### src/rtl/keypad_pkg.sv
// Shared constants for the 4x4 keypad scanner and its PicoBlaze ports.
// Holds FSM encodings, column reset pattern, port ids and key helpers.
package keypad_pkg;

  localparam int KEY_W = 4;

  localparam logic [3:0] COL_RESET = 4'b1110;

  localparam logic [7:0] KEY_PORT      = 8'h06;
  localparam logic [7:0] KEY_STAT_PORT = 8'h07;

  localparam logic [1:0] ST_IDLE     = 2'd0;
  localparam logic [1:0] ST_DEBOUNCE = 2'd1;
  localparam logic [1:0] ST_HELD     = 2'd2;

  // Status byte read on KEY_STAT_PORT.
  function automatic logic [7:0] key_status(
    input logic ovr,
    input logic vld
  );
    return {6'b0, ovr, vld};
  endfunction

  // {found, index} of the lowest set bit; index is {col, row}.
  // Scans downward so the lowest index is the last one written.
  function automatic logic [KEY_W:0] first_key(
    input logic [15:0] snap
  );
    logic [KEY_W:0] res;
    res = '0;
    for (int i = 15; i >= 0; i--) begin
      if (snap[i]) begin
        res = {1'b1, 4'(i)};
      end
    end
    return res;
  endfunction

endpackage

### src/rtl/sync_2ff.sv
// Two-flop synchronizer for a bus of independent async inputs.
// Ports: clk, reset (async active-low), d (async in), q (synced out).
module sync_2ff #(
  parameter int         W       = 4,
  parameter logic [W-1:0] RST_VAL = '1
) (
  input  logic         clk,
  input  logic         reset,
  input  logic [W-1:0] d,
  output logic [W-1:0] q
);

  logic [W-1:0] meta;

  always_ff @(posedge clk or negedge reset) begin
    if (!reset) begin
      meta <= RST_VAL;
      q    <= RST_VAL;
    end else begin
      meta <= d;
      q    <= meta;
    end
  end

endmodule

### src/rtl/keypad_scan_ctrl.sv
// 4x4 keypad column scanner, debouncer and single-entry key holding reg.
// Ports: clk, reset (async low), row_in, col_out, key_code, key_valid,
//        key_ack (pop strobe), overrun (sticky dropped-key flag).
module keypad_scan_ctrl
  import keypad_pkg::*;
#(
  parameter int SCAN_DIV       = 100000,
  parameter int DEBOUNCE_SCANS = 4
) (
  input  logic             clk,
  input  logic             reset,
  input  logic [3:0]       row_in,
  output logic [3:0]       col_out,
  output logic [KEY_W-1:0] key_code,
  output logic             key_valid,
  input  logic             key_ack,
  output logic             overrun
);

  localparam int DIV_W = (SCAN_DIV > 2) ? $clog2(SCAN_DIV) : 1;
  localparam int CNT_W = $clog2(DEBOUNCE_SCANS + 1);

  localparam logic [DIV_W-1:0] DIV_LAST = DIV_W'(SCAN_DIV - 1);
  localparam logic [CNT_W-1:0] CNT_MAX  = CNT_W'(DEBOUNCE_SCANS);
  localparam logic [CNT_W-1:0] CNT_ONE  = CNT_W'(1);

  logic [3:0]       row_s;
  logic [DIV_W-1:0] div_cnt;
  logic [1:0]       col_idx;
  logic [15:0]      snap;
  logic [15:0]      snap_n;
  logic             tick;
  logic             scan_done;

  logic [KEY_W:0]   first;
  logic             hit;
  logic [KEY_W-1:0] code;

  logic [1:0]       state, state_n;
  logic [KEY_W-1:0] cand, cand_n;
  logic [CNT_W-1:0] cnt, cnt_n, cnt_inc;
  logic [CNT_W-1:0] rel, rel_n, rel_inc;
  logic             push;

  sync_2ff #(
    .W       (4),
    .RST_VAL (4'hF)
  ) u_row_sync (
    .clk   (clk),
    .reset (reset),
    .d     (row_in),
    .q     (row_s)
  );

  assign tick      = (div_cnt == DIV_LAST);
  assign scan_done = tick && (col_idx == 2'd3);

  // Snapshot including this cycle's sample, so the col 3 tick
  // evaluates the scan it just completed.
  always_comb begin
    snap_n = snap;
    if (tick) begin
      snap_n[{col_idx, 2'b00} +: 4] = ~row_s;
    end
  end

  assign first = first_key(snap_n);
  assign hit   = first[KEY_W];
  assign code  = first[KEY_W-1:0];

  assign cnt_inc = (cnt == CNT_MAX) ? cnt : cnt + CNT_ONE;
  assign rel_inc = (rel == CNT_MAX) ? rel : rel + CNT_ONE;

  always_ff @(posedge clk or negedge reset) begin
    if (!reset) begin
      div_cnt <= '0;
      col_idx <= '0;
      col_out <= COL_RESET;
      snap    <= '0;
    end else begin
      snap <= snap_n;
      if (tick) begin
        div_cnt <= '0;
        col_idx <= col_idx + 2'd1;
        col_out <= {col_out[2:0], col_out[3]};
      end else begin
        div_cnt <= div_cnt + DIV_W'(1);
      end
    end
  end

  always_comb begin
    state_n = state;
    cand_n  = cand;
    cnt_n   = cnt;
    rel_n   = rel;
    push    = 1'b0;
    if (scan_done) begin
      case (state)
        ST_IDLE: begin
          if (hit) begin
            cand_n = code;
            cnt_n  = CNT_ONE;
            if (CNT_ONE == CNT_MAX) begin
              push    = 1'b1;
              rel_n   = '0;
              state_n = ST_HELD;
            end else begin
              state_n = ST_DEBOUNCE;
            end
          end
        end
        ST_DEBOUNCE: begin
          if (!hit) begin
            cnt_n   = '0;
            state_n = ST_IDLE;
          end else if (code == cand) begin
            cnt_n = cnt_inc;
            if (cnt_inc == CNT_MAX) begin
              push    = 1'b1;
              rel_n   = '0;
              state_n = ST_HELD;
            end
          end else begin
            cand_n = code;
            cnt_n  = CNT_ONE;
          end
        end
        ST_HELD: begin
          if (hit) begin
            rel_n = '0;
          end else if (rel_inc == CNT_MAX) begin
            rel_n   = '0;
            cnt_n   = '0;
            state_n = ST_IDLE;
          end else begin
            rel_n = rel_inc;
          end
        end
        default: begin
          cnt_n   = '0;
          rel_n   = '0;
          state_n = ST_IDLE;
        end
      endcase
    end
  end

  always_ff @(posedge clk or negedge reset) begin
    if (!reset) begin
      state <= ST_IDLE;
      cand  <= '0;
      cnt   <= '0;
      rel   <= '0;
    end else begin
      state <= state_n;
      cand  <= cand_n;
      cnt   <= cnt_n;
      rel   <= rel_n;
    end
  end

  // A pop in the push cycle frees the slot for the new key.
  always_ff @(posedge clk or negedge reset) begin
    if (!reset) begin
      key_code  <= '0;
      key_valid <= 1'b0;
      overrun   <= 1'b0;
    end else if (push) begin
      if (!key_valid || key_ack) begin
        key_code  <= cand_n;
        key_valid <= 1'b1;
      end else begin
        overrun <= 1'b1;
      end
    end else if (key_ack && key_valid) begin
      key_valid <= 1'b0;
      overrun   <= 1'b0;
    end
  end

endmodule

### config.mk
export PLATFORM = sky130hd
export DESIGN_NAME = keypad_scan_ctrl
export DESIGN_NICKNAME = d
export VERILOG_FILES = /design/src/rtl/keypad_pkg.sv /design/src/rtl/sync_2ff.sv /design/src/rtl/keypad_scan_ctrl.sv
export SDC_FILE = /design/constraint.sdc
export NUM_CORES = 1
export LEC_CHECK = 0
export CAP_MARGIN = 10
export CORE_MARGIN = 2
export CORE_UTILIZATION = 45
export CTS_BUF_LIST = sky130_fd_sc_hd__clkbuf_8
export DETAILED_ROUTE_END_ITERATION = 16
export PLACE_DENSITY_LB_ADDON = 0.12
export SYNTH_ARGS = -nofsm -noshare
export SYNTH_HDL_FRONTEND = slang
export SYNTH_SLANG_ARGS = --single-unit
### constraint.sdc
create_clock -name clk -period 10.8 [get_ports clk]
set_input_delay 1.08 -clock clk [delete_from_list [all_inputs] [get_ports clk]]
set_output_delay 1.08 -clock clk [all_outputs]
set_load 0.1 [all_outputs]
Word-level counts from Yosys, hierarchy flattened
Index checks and enable logic that the tools add are counted.

operators by class
  $add $sub $neg = 5
  equality and inequality tests = 19
  shift operators = 2
  multiplexer cells = 55
  bitwise gates (word level) = 2
  reduce and logical (&&, ||, !) cells = 12

operators by type and width
  cell                                                                    number
  5-bit 2-to-1 mux                                                        16
  3-bit 2-to-1 mux                                                        12
  3-bit case mux with 3 select lines                                      2
  17-bit by 1-bit adder with 17-bit output, second input constant         1
  17-bit equality test, second input constant                             1
  17-bit 2-to-1 mux                                                       1
  16-bit bitwise mux                                                      1
  16-bit 2-to-1 mux                                                       1
  4-bit 2-to-1 mux                                                        4
  4-bit by 6-bit variable shift with 16-bit output, first input constant  1
  4-bit by 6-bit variable part select with 16-bit output                  1
  2-bit != test, second input constant                                    7
  3-bit equality test, second input constant                              4
  2-bit 2-to-1 mux                                                        6
  1-bit 2-to-1 mux                                                        10
  4-bit case mux with 2 select lines                                      1
  3-bit by 1-bit adder with 3-bit output, second input constant           2
  3-bit != test, second input constant                                    2
  4-bit negator with 6-bit output                                         1
  2-bit case mux with 3 select lines                                      1
  2-bit AND reduction                                                     3
  6-bit AND reduction                                                     1
  5-bit AND reduction                                                     1
  2-bit equality test, second input constant                              2
  other kinds (12)                                                        13

word-level totals
  register bits after elaboration = 65
  logic and storage cells = 108

Logic depth before layout (Yosys ltp)
Gate-level depths: netlist of run 1.

  word-level depth = 27
  mapped depth = 13
  depth with buffers taken out = 12

Cells and area by module
Synthesis of run 1 repeated with hierarchy kept, for this count alone.

unflattened totals
  cells, all modules = 402
  area, all modules = 3,788.6 um^2

by module, submodules not included
  module            instances  cells each  area an instance (um^2)  sequential area each (um^2)
  keypad_scan_ctrl  1          394         3,578.4                  1,430.1
  sync_2ff          1          8           210.2                    210.2

Worst setup path after synthesis of run 1
No wires, ideal clock.

  path kind = reg-to-reg
  start = register div_cnt[13]
  end = register key_code[1]
  library setup time = 0.128 ns
  arrival time = 3.605 ns
  path slack = 7.066 ns
  cell stages (with the launch flop) = 11
  period minus slack after synthesis = 3.734 ns
  cell sequence = dfrtp_1 > or4b_4 > nor4_4 > nand2_1 > mux2i_1 > nor4_1 > nand2b_1 > clkbuf_1 > nor2_1 > nand4_1 > mux2_1

on the way
  word-level cells in the longest chain between the ends = 24
  elaborated cells between the ends (all ways) = 30

RTL lines
  what                             line                     source
  start, declared                  keypad_scan_ctrl.sv:28   logic [DIV_W-1:0] div_cnt;
  start signal, assigned           keypad_scan_ctrl.sv:87   div_cnt <= div_cnt + DIV_W'(1);
  17-bit equality test (*)         keypad_scan_ctrl.sv:55   assign tick = (div_cnt == DIV_LAST);
  16-bit 2-to-1 mux                keypad_scan_ctrl.sv:62   if (tick) begin
  5-bit 2-to-1 mux (16 in series)  keypad_pkg.sv:32         if (snap[i]) begin
  4-bit equality test              keypad_scan_ctrl.sv:117  end else if (code == cand) begin
  1-bit 2-to-1 mux                 keypad_scan_ctrl.sv:117
  1-bit 2-to-1 mux                 keypad_scan_ctrl.sv:114  if (!hit) begin
  1-bit 2-to-1 mux                 keypad_scan_ctrl.sv:99   case (state)
  1-bit 2-to-1 mux                 keypad_scan_ctrl.sv:98   if (scan_done) begin
  2-bit AND reduction (no line)    -
  end signal, assigned             keypad_scan_ctrl.sv:171  key_code <= cand_n;
  end, declared                    keypad_scan_ctrl.sv:14   output logic [KEY_W-1:0] key_code,

Every way passes the cells marked *; elsewhere a longest branch is shown, timed or not.
A chain may end at the register's enable or synchronous reset.

Worst setup path in the final report of run 1
Ends and elaborated chain as after synthesis.

==> run_results.csv, run 1 <==
group,metric,value,unit
timing,fin_crit_sh,41.8,%
min_path,hp-start,"u_row_sync.meta[0]$_DFF_PN1_",
cells_and_area,final_area,4180,um^2
place,dpl-instance-area,3900,um^2
synthesis,ys_seq_area_share,44.8,%
place,place.gp.congestion,0.886,
detailed_routing,num_vias,2857,
cells_and_area,drive_above_1_share,12.8,%
worst_setup_path,critPathCaptureType,"flip-flop",
synthesis,synthCells,387,
global_routing,top_usage_layer,"met2",
synthesis,synth_area_leaders,"dfrtp_1 (37%), dfstp_2 (7.9%), nand2_1 (4.1%)",
timing,slew_headroom,35.0,%
timing,rsz0062_at_grt,"false",
detailed_routing,route.detailed.drc,0,
timing,finalSetupTns,0,ns
worst_setup_path,cp_max_fo,17,
place,hpwl,5220,um
detailed_routing,drt_iter0_drc,127,
synthesis,ys_seq_elements,65,
cells_and_area,diodes,0,
synthesis,synth_flop_cell,"dfrtp_1",
global_routing,grt_pass1_vias,2708,
global_routing,gr-usage-met1,25.7,%
pwr,ir_worst_vdd,0.0744,mV
worst_setup_path,path_cells,"or4b_4 > nor4_4 > nand2_1 > mux2i_1 > nor2_1 > nor4b_1 > o21ai_1 > a311oi_2 > nand4_1 > mux2_1",
floorplanning,die_h,94.2,um
worst_setup_path,cpMaxStageDelayCell,"a311oi_2",
worst_setup_path,crit_type,"reg2reg",
worst_setup_path,rr_startpoint,"div_cnt[13]$_DFF_PN0_",
cells_and_area,fillers,689,
timing,finalSetupViolCount,0,
run,max_cap_viol_count,0,
pwr,power_leakage,1.95,nW
worst_setup_path,cp.required,11.03,ns
clock_tree,postCtsResizedCells,0,
synthesis,synth_edf_count,0,
worst_setup_path,slowest_delay,0.64,ns
pwr,powerDensity,129,nW/um^2
run_status,status,"complete, no violations",
cells_and_area,syn_to_final_growth,14.2,%
worst_setup_path,critPathLaunchType,"flip-flop",
detailed_routing,ant_nets,0,
cells_and_area,final_util,53.6,%
global_routing,grt_start_max_net_pins,66,
worst_setup_path,crit_start,"div_cnt[13]$_DFF_PN0_",
detailed_routing,firstDrtPassIters,5,
global_routing,overflow,0,
synthesis,yosysMostFrequentCell,"dfrtp_1",
detailed_routing,vias_per_cell,5.61,
clock_tree,cts_hold_buffers,0,
timing,final.min_clock_period,4.52,ns
worst_setup_path,crit_buf_inv,0,
clock_tree,clock_sinks,65,
timing,drv_slew,0,
global_routing,grt_pass1_wl,12900,um
synthesis,synth_commonest_cells,"dfrtp_1 (54), nand2_1 (40), nor2_1 (40)",
worst_setup_path,crit_arrival,4.74,ns
synthesis,yosysTopAreaCellShare,36.9,%
detailed_routing,wl_per_cell,14.6,um
timing,finClkSkew,0.00672,ns
floorplanning,dieArea,8870,um^2
synthesis,syn-num-nets,404,
timing,max_freq,221,MHz
clock_tree,cts_buffers,9,
global_routing,grtUsageTotal,18.6,%
timing,final-hold-violation-count,0,
detailed_routing,drt-total-wl,7450,um
clock_tree,post_cts_buffers,0,
global_routing,use_met2,28.7,%
synthesis,async_reset_ff_share,100,%
clock_tree,clk_pin_slew,0.07,ns
synthesis,synthesis.area,3660,um^2
cells_and_area,num-nets-final,419,
synthesis,synth.largest_area_cell,"dfrtp_1",
synthesis,synth_warnings,0,
worst_setup_path,cpLargestDelayFamily,"simple AND/OR/NAND/NOR gates",
clock_tree,cts_tree,"yes",
global_routing,gr-usage-met3,3.37,%
timing,tightest_slew,0.971,ns
floorplanning,start_util,46.9,%
floorplanning,rows,32,
min_path,hold_class,"reg2reg",
clock_tree,cts_root_buf,"clkbuf_8",
place,io_buffers,16,
floorplanning,coreArea,7810,um^2
clock_tree,clock_latency,0.34,ns
synthesis,syn_avg_cell_area,9.46,um^2
clock_tree,htreeDepth,3,
timing,holdWs,0.358,ns
clock_tree,clk_path_buf_depth,2,
synthesis,synth.distinct_cells,64,
floorplanning,die_w,94.2,um
floorplanning,io_pins,17,
global_routing,antenna_found_initial,0,
## path summary, 6_finish.rpt
kind                       slack [ns]                         to  cells after the start
max                              6.28    key_code[1]$_DFFE_PN0P_                     10
min in group asynchronous        0.90      div_cnt[10]$_DFF_PN0_                      2
min reg2reg                      0.36  u_row_sync.q[0]$_DFF_PN1_                      0
max reg2reg                      6.28    key_code[1]$_DFFE_PN0P_                     10
max in group asynchronous        9.38          snap[2]$_DFF_PN0_                      2
min                              0.36  u_row_sync.q[0]$_DFF_PN1_                      0
## flip-flops by register name (all words and copies together), names as in the netlist, 4 cells and up
signal	count
snap	16
u_row_sync.q	4
cand	4
div_cnt	17
col_out	4
u_row_sync.meta	4
key_code	4
## worst reg2reg max path, stage by stage (launching register included)
cell      delay [ns]
dfrtp_1         0.42
or4b_4          0.58
nor4_4          0.60
nand2_1         0.49
mux2i_1         0.27
nor2_1          0.22
nor4b_1         0.25
o21ai_1         0.12
a311oi_2        0.64
nand4_1         0.40
mux2_1          0.41
## area by class of cell
class	count	area, um^2	share of cell area [%]
multi-input cells	290	1900	45.4
flip-flops and latches	65	1640	39.2
repair buffers	19	175	4.19
clock buffers	11	151	3.62
well taps	102	128	3.05
clock inverters	5	125	2.99
inverters	17	63.8	1.53
## routing by layer
metal  routed length, um  vias to the layer above
met2                3380                       38
li1                    -                     1414
met3                 201                       15
met4                 170                        0
met1                3700                     1390
met5                   0                        -
## cell usage in the layout, fill, tap and decap left out, types with 3 or more instances in the layout
| master | instances |
|---|---|
| and2_1 | 3 |
| nor3_1 | 14 |
| a31oi_1 | 7 |
| mux2_1 | 3 |
| mux2_2 | 10 |
| ha_1 | 10 |
| bufinv_16 | 4 |
| inv_1 | 17 |
| a21oi_1 | 20 |
| xnor2_1 | 7 |
| nand2_1 | 40 |
| clkbuf_8 | 11 |
| nor2b_1 | 3 |
| nand3b_1 | 3 |
| o21ai_0 | 12 |
| xor2_1 | 8 |
| nand4_1 | 13 |
| dfstp_2 | 11 |
| nand2b_1 | 10 |
| nor2_1 | 40 |
| or3_1 | 3 |
| a21o_1 | 9 |
| clkdlybuf4s50_1 | 15 |
| mux2i_1 | 10 |
| nor4_1 | 5 |
| dfrtp_1 | 54 |
| o2111ai_1 | 3 |
| nand3_1 | 12 |
## cells by family (layout without fill, tap and decap cells)
family | count (synthesis) | after routing | share of synthesized area [%]
AO/OA/AOI/OAI | 76 | 76 | 14.0
multiplexers | 24 | 24 | 7.14
flip-flops | 65 | 65 | 44.8
buffers and inverters | 32 | 52 | 3.52
XOR/XNOR | 15 | 15 | 3.59
adder cells (fa/ha/maj) | 10 | 10 | 3.42
AND/OR/NAND/NOR | 165 | 165 | 23.5
## per-stage QoR
stage | worst slack [ns] | power [mW] | cells
2_1_floorplan | 7.07 | 0.254 | 387
3_3_place_gp | 6.43 | 0.262 | 492
3_5_place_dp | 6.26 | 0.262 | 492
4_1_cts | 6.22 | 0.547 | 508
5_1_grt | 5.86 | 0.558 | 509
6_report | 6.28 | 0.541 | 509
## where the power goes
part	switching (mW)	internal, mW	total (mW)
registers	0.00225	0.246	0.248
logic	0.00569	0.00270	0.00839
clock network	0.0950	0.189	0.284
Power figures use the tool's default switching activity.
==> run 2: changes to the inputs <==
- clock period: 10.8 -> 4.2 ns (I/O delays scaled with it)
==> run_results.csv, run 2 (synthesis results as in run 1) <==
group,metric,value,unit
global_routing,top_usage_layer,"met2",
clock_tree,postCtsResizedCells,0,
detailed_routing,num_vias,2855,
cells_and_area,post_layout_nonfiller_instances,515,
global_routing,grt_pass1_vias,2817,
run,max_cap_viol_count,0,
worst_setup_path,cp_max_fo,10,
pwr,ir_worst_vdd,0.147,mV
timing,fin_crit_sh,91.3,%
global_routing,grt_start_max_net_pins,37,
clock_tree,post_cts_buffers,0,
timing,final.min_clock_period,3.83,ns
timing,final-hold-violation-count,0,
clock_tree,htreeDepth,3,
clock_tree,clock_latency,0.35,ns
detailed_routing,drt-total-wl,7610,um
floorplanning,die_h,94.2,um
clock_tree,cts_hold_buffers,0,
detailed_routing,drt_iter0_drc,197,
timing,finalSetupTns,0,ns
timing,holdWs,0.0970,ns
floorplanning,die_w,94.2,um
clock_tree,clk_pin_slew,0.08,ns
global_routing,overflow,0,
clock_tree,cts_root_buf,"clkbuf_8",
global_routing,gr-usage-met1,26.8,%
detailed_routing,wl_per_cell,14.8,um
global_routing,use_met2,30.4,%
cells_and_area,regMostFlops,"div_cnt",
clock_tree,cts_tree,"yes",
run_status,status,"complete, no violations",
floorplanning,rows,32,
floorplanning,dieArea,8870,um^2
cells_and_area,num-nets-final,425,
timing,tightest_slew,0.968,ns
floorplanning,coreArea,7810,um^2
pwr,power,1.18,mW
place,io_buffers,16,
cells_and_area,syn_to_final_growth,13.3,%
clock_tree,clock_sinks,65,
clock_tree,cts_buffers,9,
min_path,hold_class,"in2async",
floorplanning,start_util,46.9,%
floorplanning,io_pins,17,
global_routing,antenna_found_initial,0,
worst_setup_path,crit_arrival,4.06,ns
detailed_routing,vias_per_cell,5.54,
cells_and_area,layout_common_cells,"dfrtp_1 (54), nor2_1 (40), nand2_1 (40)",
detailed_routing,route.detailed.drc,0,
detailed_routing,firstDrtPassIters,4,
timing,slew_headroom,35.3,%
pwr,power_leakage,1.94,nW
detailed_routing,ant_nets,0,
worst_setup_path,critPathCaptureType,"flip-flop",
pwr,powerDensity,286,nW/um^2
timing,finClkSkew,0.0108,ns
cells_and_area,largest_reg_flops,17,
worst_setup_path,crit_type,"reg2reg",
global_routing,grt_pass1_wl,13500,um
worst_setup_path,critPathLaunchType,"flip-flop",
timing,drv_slew,0,
cells_and_area,fillers,740,
timing,finalSetupViolCount,0,
timing,max_freq,261,MHz
clock_tree,clk_path_buf_depth,2,
place,dp.cells,499,
timing,rsz0062_at_grt,"false",
global_routing,grtUsageTotal,19.5,%
cells_and_area,layout.cells.most_common,"dfrtp_1",
global_routing,gr-usage-met3,4.82,%
cells_and_area,diodes,0,
place,hpwl,5570,um
worst_setup_path,cp.required,4.43,ns
place,place.gp.congestion,0.878,
cells_and_area,largestRegisters,"div_cnt x17, snap x16",
cells_and_area,drive_above_1_share,13.8,%
[run 2: cell count changes in the layout (fill, tap and decap cells not counted), sizes merged]
cell / change
buf: +7
bufinv: -3
clkbuf: -2
clkinvlp: +2
clkinv: +1
inv: +1
[run 2: area by class of cell]
| cell class | count | area, um^2 | area share, % |
|---|---|---|---|
| clock inverters | 6 | 58.8 | 1.42 |
| clock buffers | 10 | 138 | 3.32 |
| repair buffers | 25 | 223 | 5.37 |
| flip-flops and latches | 65 | 1640 | 39.5 |
| multi-input cells | 290 | 1900 | 45.7 |
| well taps | 102 | 128 | 3.08 |
| inverters | 17 | 63.8 | 1.54 |
[run 2: metrics by stage]
step	setup WS, ns	utilization [%]	area [um^2]
2_1_floorplan	0.466	-	3660
3_3_place_gp	0.485	50.6	3950
3_5_place_dp	0.435	50.6	3950
4_1_cts	0.406	53.1	4150
5_1_grt	0.0983	53.1	4150
6_report	0.367	53.1	4150
[run 2: final timing paths]
check | from | end | slack, ns | depth (start not counted)
min reg2reg | u_row_sync.meta[2]$_DFF_PN1_ | u_row_sync.q[2]$_DFF_PN1_ | 0.36 | 0
min | reset | div_cnt[8]$_DFF_PN0_ | 0.1 | 1
max in group asynchronous | reset | u_row_sync.meta[1]$_DFF_PN1_ | 3.15 | 2
max reg2reg | div_cnt[13]$_DFF_PN0_ | rel[1]$_DFFE_PN0P_ | 0.37 | 11
max | div_cnt[13]$_DFF_PN0_ | rel[1]$_DFFE_PN0P_ | 0.37 | 11
min in group clk | u_row_sync.meta[2]$_DFF_PN1_ | u_row_sync.q[2]$_DFF_PN1_ | 0.36 | 0
[run 2: where the power goes]
part,internal (mW),switching [mW],total [mW]
clock network,0.286,0.238,0.523
logic,0.00694,0.0152,0.0222
registers,0.633,0.00603,0.639
total,0.926,0.259,1.18
[run 2: per-layer routing]
layer	up-vias	wire length [um]
li1	1427	-
met1	1368	3710
met2	48	3530
met3	12	255
met4	0	123
met5	-	0
[run 2: critical path: stages (launching register included)]
cell and delay [ns]:
dfrtp_1 0.42, or4b_4 0.58, nor4_4 0.51, nand2_1 0.33, mux2i_1 0.22, nor2_1 0.19, nor4b_1 0.27, o21ai_1 0.13
a311oi_2 0.31, buf_4 0.21, a31oi_1 0.16, a221o_1 0.37
==> run 3: changes to the inputs <==
- CTS_CLUSTER_SIZE: not set -> 16
==> results of run 3 <==
The final DEF is identical to that of run 2; final timing and power are the same.
